===== config.mk =====
export PLATFORM = sky130hd
export DESIGN_NAME = ghost_mode_ctrl_flat
export DESIGN_NICKNAME = d
export VERILOG_FILES = /design/src/rtl/ghost_pkg.sv /design/src/rtl/ghost_mode_ctrl_if.sv /design/src/rtl/ghost_mode_ctrl_update_strobe_gen.sv /design/src/rtl/ghost_mode_ctrl.sv /design/src/flat_wrapper.sv
export SDC_FILE = /design/constraint.sdc
export NUM_CORES = 1
export LEC_CHECK = 0
export BUFFER_PORTS_ARGS = -buffer_cell sky130_fd_sc_hd__buf_2
export CAP_MARGIN = 20
export CELL_PAD_IN_SITES_DETAIL_PLACEMENT = 1
export CELL_PAD_IN_SITES_GLOBAL_PLACEMENT = 2
export CORE_MARGIN = 4
export CORE_UTILIZATION = 30
export DETAILED_ROUTE_END_ITERATION = 8
export PLACE_DENSITY = 0.74
export SYNTH_ARGS = -nofsm -noshare
export SYNTH_HDL_FRONTEND = slang
export SYNTH_SLANG_ARGS = --single-unit

===== constraint.sdc =====
create_clock -name clk -period 2.5 [get_ports clk]
set_input_delay 0.5 -clock clk [delete_from_list [all_inputs] [get_ports clk]]
set_output_delay 0.5 -clock clk [all_outputs]
set_load 0.02 [all_outputs]

===== src/rtl/ghost_pkg.sv =====
// ghost_pkg: shared types and helpers for the ghost mode sequencer.
//   mode_e   : one-hot ghost mode as seen by the target/path stage
//   dir_e    : ghost movement directions
//   gstate_e : sequencer top-level state
//   pend_t   : latched event pulses awaiting the next commit
//   phase_len: reload value for a schedule phase index 0..7
package ghost_pkg;

  typedef enum logic [3:0] {
    CHASE      = 4'b1000,
    SCATTER    = 4'b0100,
    FRIGHTENED = 4'b0010,
    EATEN      = 4'b0001
  } mode_e;

  typedef enum logic [1:0] {LEFT, RIGHT, UP, DOWN} dir_e;

  typedef enum logic [1:0] {ST_SCHED, ST_FRIGHT, ST_EATEN} gstate_e;

  typedef struct packed {
    logic energizer;
    logic ghost_eaten;
    logic ghost_home;
  } pend_t;

  // Phase 7 is the endless chase; its counter value is never consulted.
  localparam logic [2:0] LAST_PHASE = 3'd7;

  // Odd phases are chase; even phases 0/2 use the long scatter,
  // 4/6 the short one.
  function automatic logic [15:0] phase_len(input logic [2:0]  p,
                                            input logic [15:0] scat_a,
                                            input logic [15:0] scat_b,
                                            input logic [15:0] chase_len);
    if (p[0])      return chase_len;
    else if (p[2]) return scat_b;
    else           return scat_a;
  endfunction

endpackage


===== src/rtl/ghost_mode_ctrl_if.sv =====
// ghost_mode_ctrl_if: event inputs and ghost-facing outputs of one ghost
// sequencer.
//   tick, energizer, ghost_eaten, ghost_home : one-clk pulses into the block
//   update : step strobe, mode : one-hot mode, rotate : reverse request
//   flash  : present only when GHOST_FLASH_EN is defined
// master = event source / ghost consumer, slave = ghost_mode_ctrl.
interface ghost_mode_ctrl_if;
  logic       tick;
  logic       energizer;
  logic       ghost_eaten;
  logic       ghost_home;
  logic       update;
  logic [3:0] mode;
  logic       rotate;
`ifdef GHOST_FLASH_EN
  logic       flash;

  modport master (output tick, energizer, ghost_eaten, ghost_home,
                  input  update, mode, rotate, flash);
  modport slave  (input  tick, energizer, ghost_eaten, ghost_home,
                  output update, mode, rotate, flash);
`else
  modport master (output tick, energizer, ghost_eaten, ghost_home,
                  input  update, mode, rotate);
  modport slave  (input  tick, energizer, ghost_eaten, ghost_home,
                  output update, mode, rotate);
`endif
endinterface


===== src/rtl/ghost_mode_ctrl_update_strobe_gen.sv =====
// update_strobe_gen: divides frame ticks down to ghost updates and stretches
// each update to UPD_HIGH clocks.
//   clk, reset : clock, synchronous active-high reset
//   tick       : one-clk frame pulse
//   update     : high for exactly UPD_HIGH clks, starting the clk after the
//                TICK_DIV-th tick
//   commit     : one-clk pulse in the first clk update is low again
module update_strobe_gen #(
  parameter int TICK_DIV = 4,
  parameter int UPD_HIGH = 4
)(
  input  logic clk,
  input  logic reset,
  input  logic tick,
  output logic update,
  output logic commit
);

  logic [15:0] tcnt;
  logic [15:0] hcnt;
  logic        fire;

  assign fire = tick && (tcnt == 16'(TICK_DIV - 1));

  always_ff @(posedge clk) begin
    if (reset) begin
      tcnt   <= '0;
      hcnt   <= '0;
      update <= 1'b0;
      commit <= 1'b0;
    end else begin
      commit <= 1'b0;
      // ticks keep counting while update is high
      if (tick) tcnt <= fire ? '0 : tcnt + 16'd1;
      // a divide-out landing inside a live window does not retrigger it,
      // so every window ends in exactly one commit
      if (fire && !update) begin
        update <= 1'b1;
        hcnt   <= 16'(UPD_HIGH);
      end else if (update) begin
        if (hcnt <= 16'd1) begin
          update <= 1'b0;
          commit <= 1'b1;
        end else begin
          hcnt <= hcnt - 16'd1;
        end
      end
    end
  end

endmodule


===== src/rtl/ghost_mode_ctrl.sv =====
// ghost_mode_ctrl: per-ghost mode sequencer feeding the target/path stage.
// Runs the scatter/chase schedule, the frightened timer after an energizer
// and the eaten-until-home state. All visible outputs change only on the
// commit clk (update falling), so they are stable over every high window.
//   clk, reset : clock, synchronous active-high reset
//   bus (slave): tick/energizer/ghost_eaten/ghost_home in;
//                update/mode/rotate (and flash) out
// Optional: define GHOST_FLASH_EN to add the flash output and FLASH_LEN.
module ghost_mode_ctrl
  import ghost_pkg::*;
#(
  parameter int TICK_DIV   = 4,
  parameter int UPD_HIGH   = 4,
  parameter int SCAT_A     = 56,
  parameter int SCAT_B     = 40,
  parameter int CHASE_LEN  = 160,
  parameter int FRIGHT_LEN = 48
`ifdef GHOST_FLASH_EN
  , parameter int FLASH_LEN = 16
`endif
)(
  input  logic              clk,
  input  logic              reset,
  ghost_mode_ctrl_if.slave  bus
);

  logic        update;
  logic        commit;

  gstate_e     st, st_n;
  logic [2:0]  phase, phase_n;
  logic [15:0] pcnt, pcnt_n;
  logic [15:0] fcnt, fcnt_n;
  logic        rot, rot_n;
  pend_t       pend;
  logic        ev_ener, ev_eaten, ev_home;

  update_strobe_gen #(
    .TICK_DIV (TICK_DIV),
    .UPD_HIGH (UPD_HIGH)
  ) u_strobe (
    .clk    (clk),
    .reset  (reset),
    .tick   (bus.tick),
    .update (update),
    .commit (commit)
  );

  assign bus.update = update;

  // Pulses latch until the next commit; a pulse landing on the commit clk
  // itself is honoured there rather than carried one window further.
  always_ff @(posedge clk) begin
    if (reset || commit) pend <= '0;
    else pend <= pend | pend_t'{bus.energizer, bus.ghost_eaten, bus.ghost_home};
  end

  assign ev_ener  = pend.energizer   | bus.energizer;
  assign ev_eaten = pend.ghost_eaten | bus.ghost_eaten;
  assign ev_home  = pend.ghost_home  | bus.ghost_home;

  // state register
  always_ff @(posedge clk) begin
    if (reset) begin
      st    <= ST_SCHED;
      phase <= '0;
      pcnt  <= 16'(SCAT_A);
      fcnt  <= '0;
      rot   <= 1'b0;
    end else if (commit) begin
      st    <= st_n;
      phase <= phase_n;
      pcnt  <= pcnt_n;
      fcnt  <= fcnt_n;
      rot   <= rot_n;
    end
  end

  // next state: one transition per commit, highest priority first.
  // The schedule counter only moves in SCHED, so it resumes after
  // FRIGHT/EATEN exactly where it stopped. Unused pending flags simply
  // fall through and are dropped by the commit clear.
  always_comb begin
    st_n    = st;
    phase_n = phase;
    pcnt_n  = pcnt;
    fcnt_n  = fcnt;
    rot_n   = 1'b0;
    if (ev_home && st == ST_EATEN) begin
      st_n = ST_SCHED;
    end else if (ev_eaten && st == ST_FRIGHT) begin
      st_n = ST_EATEN;
    end else if (ev_ener && st != ST_EATEN) begin
      st_n   = ST_FRIGHT;
      fcnt_n = 16'(FRIGHT_LEN);
      rot_n  = (st == ST_SCHED);   // a reload inside FRIGHT does not reverse
    end else if (st == ST_FRIGHT) begin
      if (fcnt <= 16'd1) st_n = ST_SCHED;
      else               fcnt_n = fcnt - 16'd1;
    end else if (st == ST_SCHED && phase != LAST_PHASE) begin
      if (pcnt <= 16'd1) begin
        phase_n = phase + 3'd1;
        pcnt_n  = phase_len(phase + 3'd1, 16'(SCAT_A), 16'(SCAT_B),
                            16'(CHASE_LEN));
        rot_n   = 1'b1;
      end else begin
        pcnt_n = pcnt - 16'd1;
      end
    end
  end

  // outputs: all derived from commit-only registers
  always_comb begin
    bus.mode = SCATTER;
    unique case (st)
      ST_SCHED:  bus.mode = phase[0] ? CHASE : SCATTER;
      ST_FRIGHT: bus.mode = FRIGHTENED;
      ST_EATEN:  bus.mode = EATEN;
      default:   bus.mode = SCATTER;
    endcase
    bus.rotate = rot;
`ifdef GHOST_FLASH_EN
    // a reload puts fcnt back above FLASH_LEN, which clears flash
    bus.flash = (st == ST_FRIGHT) && (fcnt <= 16'(FLASH_LEN));
`endif
  end

endmodule

===== src/flat_wrapper.sv =====
// flat-port wrapper written by rule: the top's interface ports become plain ports
module ghost_mode_ctrl_flat import ghost_pkg::*;
#(
  parameter int TICK_DIV   = 4,
  parameter int UPD_HIGH   = 4,
  parameter int SCAT_A     = 56,
  parameter int SCAT_B     = 40,
  parameter int CHASE_LEN  = 160,
  parameter int FRIGHT_LEN = 48

)
  (clk, reset, bus_tick, bus_energizer, bus_ghost_eaten, bus_ghost_home, bus_update, bus_mode, bus_rotate);
  ghost_mode_ctrl_if bus_i ();
  input  logic clk;
  input  logic reset;
  input wire logic [$bits(bus_i.tick)-1:0] bus_tick;
  input wire logic [$bits(bus_i.energizer)-1:0] bus_energizer;
  input wire logic [$bits(bus_i.ghost_eaten)-1:0] bus_ghost_eaten;
  input wire logic [$bits(bus_i.ghost_home)-1:0] bus_ghost_home;
  output wire logic [$bits(bus_i.update)-1:0] bus_update;
  output wire logic [$bits(bus_i.mode)-1:0] bus_mode;
  output wire logic [$bits(bus_i.rotate)-1:0] bus_rotate;
  assign bus_i.tick = bus_tick;
  assign bus_i.energizer = bus_energizer;
  assign bus_i.ghost_eaten = bus_ghost_eaten;
  assign bus_i.ghost_home = bus_ghost_home;
  assign bus_update = bus_i.update;
  assign bus_mode = bus_i.mode;
  assign bus_rotate = bus_i.rotate;
  ghost_mode_ctrl #(.TICK_DIV(TICK_DIV), .UPD_HIGH(UPD_HIGH), .SCAT_A(SCAT_A), .SCAT_B(SCAT_B), .CHASE_LEN(CHASE_LEN), .FRIGHT_LEN(FRIGHT_LEN)) u_core (.clk(clk), .reset(reset), .bus(bus_i));
endmodule

# Yosys cells after proc, flatten, opt, wreduce, memory -nomap -nowiden
# Cells that the tools add are included.
# totals
regBits	75
latch_bits	0
ramBits	0
rom_bits	0
in_bits	6
memories	0
# classes
add_sub_neg	5
n_mul	0
div	0
magnitude_cmp	3
n_eq_ne	7
n_shift	0
n_mux	27
bitwise	10
reduce_logical	21
# ops
cell	n
$mux 16	6
$le 16x1->1 const B	3
$sub 16x1->16 const B	3
$add 16x1->16 const B	1
$eq 16x2->1 const B	1
$pmux 4 s3	1
$mux 1	10
$mux 2	5
$mux 3	3
$reduce_bool 4->1	2
$reduce_and 7->1	1
$logic_and 1x1->1	6
$not 1->1	6
$reduce_and 6->1	1
$mux 5	1
$reduce_and 5->1	1
$mux 4	1
$ne 2x2->1 const B	2
$reduce_and 2->1	2
$reduce_bool 2->1	2
$add 3x1->3 const B	1
$ne 3x3->1 const B	1
$or 1x1->1	3
$or 3x3->3	1
other kinds (9)	9

# Logic depth before layout (Yosys ltp)
# logic_depth
depth_word	7
mapped_depth	9
depth_no_buf	8

# By module
# From an unflattened synthesis, not the netlist that was laid out.
# unflattened
cells_unflattened	469
area_unflattened_um2	3875.0
# modules_own_cells
mod	n_inst	cells_per_inst	area_per_inst_um2
ghost_mode_ctrl	1	245	2040.7
update_strobe_gen	1	224	1834.3

# Worst setup path after synthesis
# Ideal clock, no wire load.
# synth_path
kind	register to register
from	register u_core.st[0]
to	register u_core.pcnt[3]
setup_ns	0.132
arrival_ns	2.158
required_time_ns	2.368
slack_ns	0.210
path_stages_with_launch	10
period_less_slack_ns	2.290
cell_sequence	dfxtp_1 > inv_1 > ha_1 > o21ai_0 > nand2_1 > or4_1 > clkbuf_1 > or4_1 > a21oi_1 > o21ai_0
# synth_via
elab_chain_cells	4
elab_cells_between_ends	13
classes_between	eq/ne (3); bitwise (4); reduce/logical (6)
# synth_rtl
item	line	rtl
start: declaration	ghost_mode_ctrl.sv:30	gstate_e st, st_n;
start signal: assignment	ghost_mode_ctrl.sv:71	st <= st_n;
$eq 2x2->1, or another cell as far along	ghost_mode_ctrl.sv:89	if (ev_home && st == ST_EATEN) begin
$logic_and 1x1->1, on equally long branches	ghost_mode_ctrl.sv:89, ghost_mode_ctrl.sv:91, ghost_mode_ctrl.sv:93	
$not 1->1 (no line)	--	
$reduce_and 6->1 (no line) (*)	--	
end signal: assignment	ghost_mode_ctrl.sv:67	pcnt <= 16'(SCAT_A);
end signal: assignment	ghost_mode_ctrl.sv:73	pcnt <= pcnt_n;
end: declaration	ghost_mode_ctrl.sv:32	logic [15:0] pcnt, pcnt_n;
# Every way passes the cells marked *; elsewhere a longest branch is shown, timed or not.
# A chain may end at the register's enable or synchronous reset.

# Worst setup path after layout
# layout_path
from	register u_core.fcnt[2]
to	register u_core.fcnt[5]
# layout_via
elab_chain_cells	4
elab_cells_between_ends	7
classes_between	add/sub (1); order compare (1); eq/ne (1); mux (3); reduce/logical (1)
# layout_rtl
item	line	rtl
start: declaration	ghost_mode_ctrl.sv:33	logic [15:0] fcnt, fcnt_n;
start signal: assignment	ghost_mode_ctrl.sv:74	fcnt <= fcnt_n;
$sub 16x1->16	ghost_mode_ctrl.sv:99	else fcnt_n = fcnt - 16'd1;
$mux 16	ghost_mode_ctrl.sv:98	if (fcnt <= 16'd1) st_n = ST_SCHED;
$mux 16	ghost_mode_ctrl.sv:97	end else if (st == ST_FRIGHT) begin
$mux 16	ghost_mode_ctrl.sv:93	end else if (ev_ener && st != ST_EATEN) begin
# Parallel ways exist; a longest one is shown, timed or not. The select of a mux whose other input is x is not followed.

==> results.tsv <==
metric	value	unit
status	finished, final reports clean	
hold_ws	0.431	ns
via total after detailed routing	3245	
clk sinks	75	
instance count of the mapped netlist	447	
via-per-instance ratio	5.22	
Pre-antenna DRT Iters	4	
Worst Path Arrival	2.58	ns
final critical-path setup slack	0.124	ns
Post-Syn Area per Cell	8.24	um2
total grt overflow	0	
CTS hold repair buffers	0	
startpoint of the most critical setup path	u_core.fcnt[2]	
cell area after synthesis	0.00368	mm2
Vert. Die Dim	119	um
critical register-to-register path startpoint	u_core.fcnt[2]	
Final TNS setup	0	ns
number of rows in the core area	40	
post-layout minimum cycle time	2.38	ns
list of cells traversed by the critical path	or4_4, or3_1, o31ai_1, or4_1, xor2_1, a21oi_1	
H-tree levels	3	
post-route core utilization	35.9	%
number of cells on the worst hold path	2	
effective utilization at floorplan	30.7	%
CTS Buf Count	9	
R2R depth	6	
number of global-route vias before repair	3330	
power per cell area	585	mW/mm2
Die Outline Area	0.0141	mm2
power consumption	2.52	mW
Post-Place Worst Slack	0.0902	ns
DRC violations left	0	
max_slew headroom	63.1	%
top fanout value on the critical path	6	
number of warnings issued by yosys	0	
number of inserted diodes	0	
final setup violating endpoints	0	
proportion of synthesized chip area in sequential cells	40.7	%
worst supply voltage drop on vdd	0.379	mV
Clock Skew	0.00506	ns
slew of the pin with the lowest slew margin	0.553	ns
detail-routed net length per standard cell	14.7	um
count of flip-flops with a built-in enable after synthesis	0	
first-pass GRT wire length	16200	um
synthesized flop and latch total	75	
leakage power summed over all cells	1.59	nW
residual antenna-violating net count after detailed routing	0	
clock root buffer	clkbuf_16	
Detailed Place HPWL	6580	um
number of unique standard cell types used by synthesis	49	
Max Transition Viols Final	0	
clock insertion delay at the later pin of the skew report	0.34	ns
fin nets	489	
peak per-stage delay on the critical path	0.55	ns
1st-iter DRT viols	125	
Area Overhead vs Synth	16.9	%
count of max-cap constraint violations	0	
maximum clock frequency	421	MHz
dpl cell area	0.00400	mm2
buffers from clock root to sink, at most	2	
Crit. End Element	flop	
final cell count without fillers	622	
horizontal die dimension	119	um
Routed Wire Length	9170	um
beginning of the worst hold path	reset	
min-delay worst type	in -> reg	
clock transition at the register clock pins on the worst setup and hold paths after CTS	0.06	ns
post-synthesis net count	465	
type of the worst setup path	reg -> reg	
final hold viol count	0	
floorplan core area	0.0120	mm2
total placed cells including tap cells	607	
clock tree from TritonCTS	built	
endpoint required time on the critical path	2.71	ns
fraction of the cycle the final worst path needs	95.0	%
Total Routing Usage GR	13.8	%
proportion of synthesized flip-flops having asynchronous set or reset	0	%
cell area after layout	0.00431	mm2
final weighted congestion of routability-driven global placement	0.784	
antenna violations before repair	0	
pin count of the biggest net entering global routing	33	
top flip-flop cell by instance count after synthesis	dfxtp_1	
CP Launch Type	flop	
num ports	12	
Slowest-stage cell, CP	or4_4	
RSZ-0062 raised after global routing	false	
number of buffers inserted by port buffering	11	
ratio of cells with drive above 1 in the final layout	12.4	%
==> cell usage after synthesis, types with 2 or more instances <==
cell      instances  share of area (%)
o31ai_1           3               0.61
o21ba_2           2               0.54
mux2i_1           3               0.81
a21o_1            2               0.41
nor2b_1           3               0.51
a21oi_1          37                5.0
ha_1             12                4.1
nor3_1           30                4.1
or3_1            12                2.0
nor3b_1           2               0.41
xor2_1           13                3.1
xnor2_1          21                5.0
o211ai_1          3               0.61
or3_2             3               0.61
nor2_2            2               0.34
or4_1             8                1.6
nand2_1          31                3.2
a311oi_1          2               0.48
dfxtp_1          75                 41
nand2b_1          6                1.0
nor2_1           58                5.9
buf_2             2               0.27
clkbuf_1         13                1.3
or2_2             2               0.34
nand4_1           9                1.5
nand3b_1          4               0.81
nor4_1           14                2.4
o21ai_1           3               0.41
and3_1            6                1.0
a32oi_1           2               0.48
inv_1            14                1.4
a211oi_1          3               0.61
nand3_1          10                1.4
or4_4             2               0.61
and2_1            4               0.68
o21ai_0          18                2.4
==> cells in the final DEF (no fill, tap or decap), types with 4 or more instances in the layout <==
cell type and count:
ha_1 12, nand2_1 31, nor2_1 58, and3_1 6, and2_1 4, nand4_1 9
buf_4 18, xnor2_1 21, nand3b_1 4, a21oi_1 37, or4_1 7, nor3_1 30
nand3_1 10, o21ai_0 18, xor2_1 13, dfxtp_1 75, clkbuf_16 9, buf_2 11
inv_1 14, or3_1 11, nand2b_1 6, nor4_1 14
==> final timing paths <==
| path | to | slack (ns) |
|---|---|---|
| setup reg to reg | u_core.fcnt[5] | 0.12 |
| hold reg to reg | u_core.pcnt[6] | 0.47 |
| hold / removal | u_core.u_strobe.tcnt[0] | 0.43 |
| setup / recovery | u_core.fcnt[5] | 0.12 |
==> flip-flops by register name, summed over array words and instances (netlist names) <==
name                    cells
u_core.fcnt                16
u_core.pcnt                16
u_core.u_strobe.hcnt       16
u_core.u_strobe.tcnt       16
u_core.pend                 3
u_core.phase                3
u_core.st                   2
u_core.bus.rotate           1
u_core.u_strobe.commit      1
u_core.u_strobe.update      1
==> cell families (layout without fill, tap and decap cells) <==
group | Yosys count | in the layout | synth area share [%]
AOI/OAI and AO/OA | 83 | 83 | 13.7
muxes | 3 | 3 | 0.815
adders and majority gates | 12 | 12 | 4.07
DFF | 75 | 75 | 40.7
xor gates and xnor gates | 34 | 34 | 8.08
buffers and inverters | 30 | 58 | 3.12
and+or+nand+nor | 210 | 210 | 29.5
==> cell type report <==
cell class,instances,area (um2)
clock buffers,13,270
fillers,1430,7700
clock inverters,2,10.0
multi-input cells,342,2100
inverters,14,52.6
flip-flops and latches,75,1500
repair buffers,29,190
well taps,147,184
==> report_power, final <==
part	internal, mW	switching (mW)
clock	0.745	0.495
combinational	0.0249	0.0469
sequential	1.20	0.00752
==> repair_timing <==
action,CTS,global route
gates resized for setup,0,5
endpoints found under the setup margin,0,7
setup buffers,0,0
==> worst max-delay path, delay by kind of cell, from the launching register on <==
kind | cells | cell delay (ns)
simple gates | 3 | 1.22
compound gates | 2 | 0.53
flops | 1 | 0.35
xor+xnor | 1 | 0.16
==> routing by layer <==
layer	vias up	track usage (%)	wire length, um
li1	1644	-	-
met1	1570	17.6	4510
met2	25	22.6	4280
met3	6	4.32	287
met4	0	3.69	97
met5	-	0	0
Power figures use the tool's default switching activity.
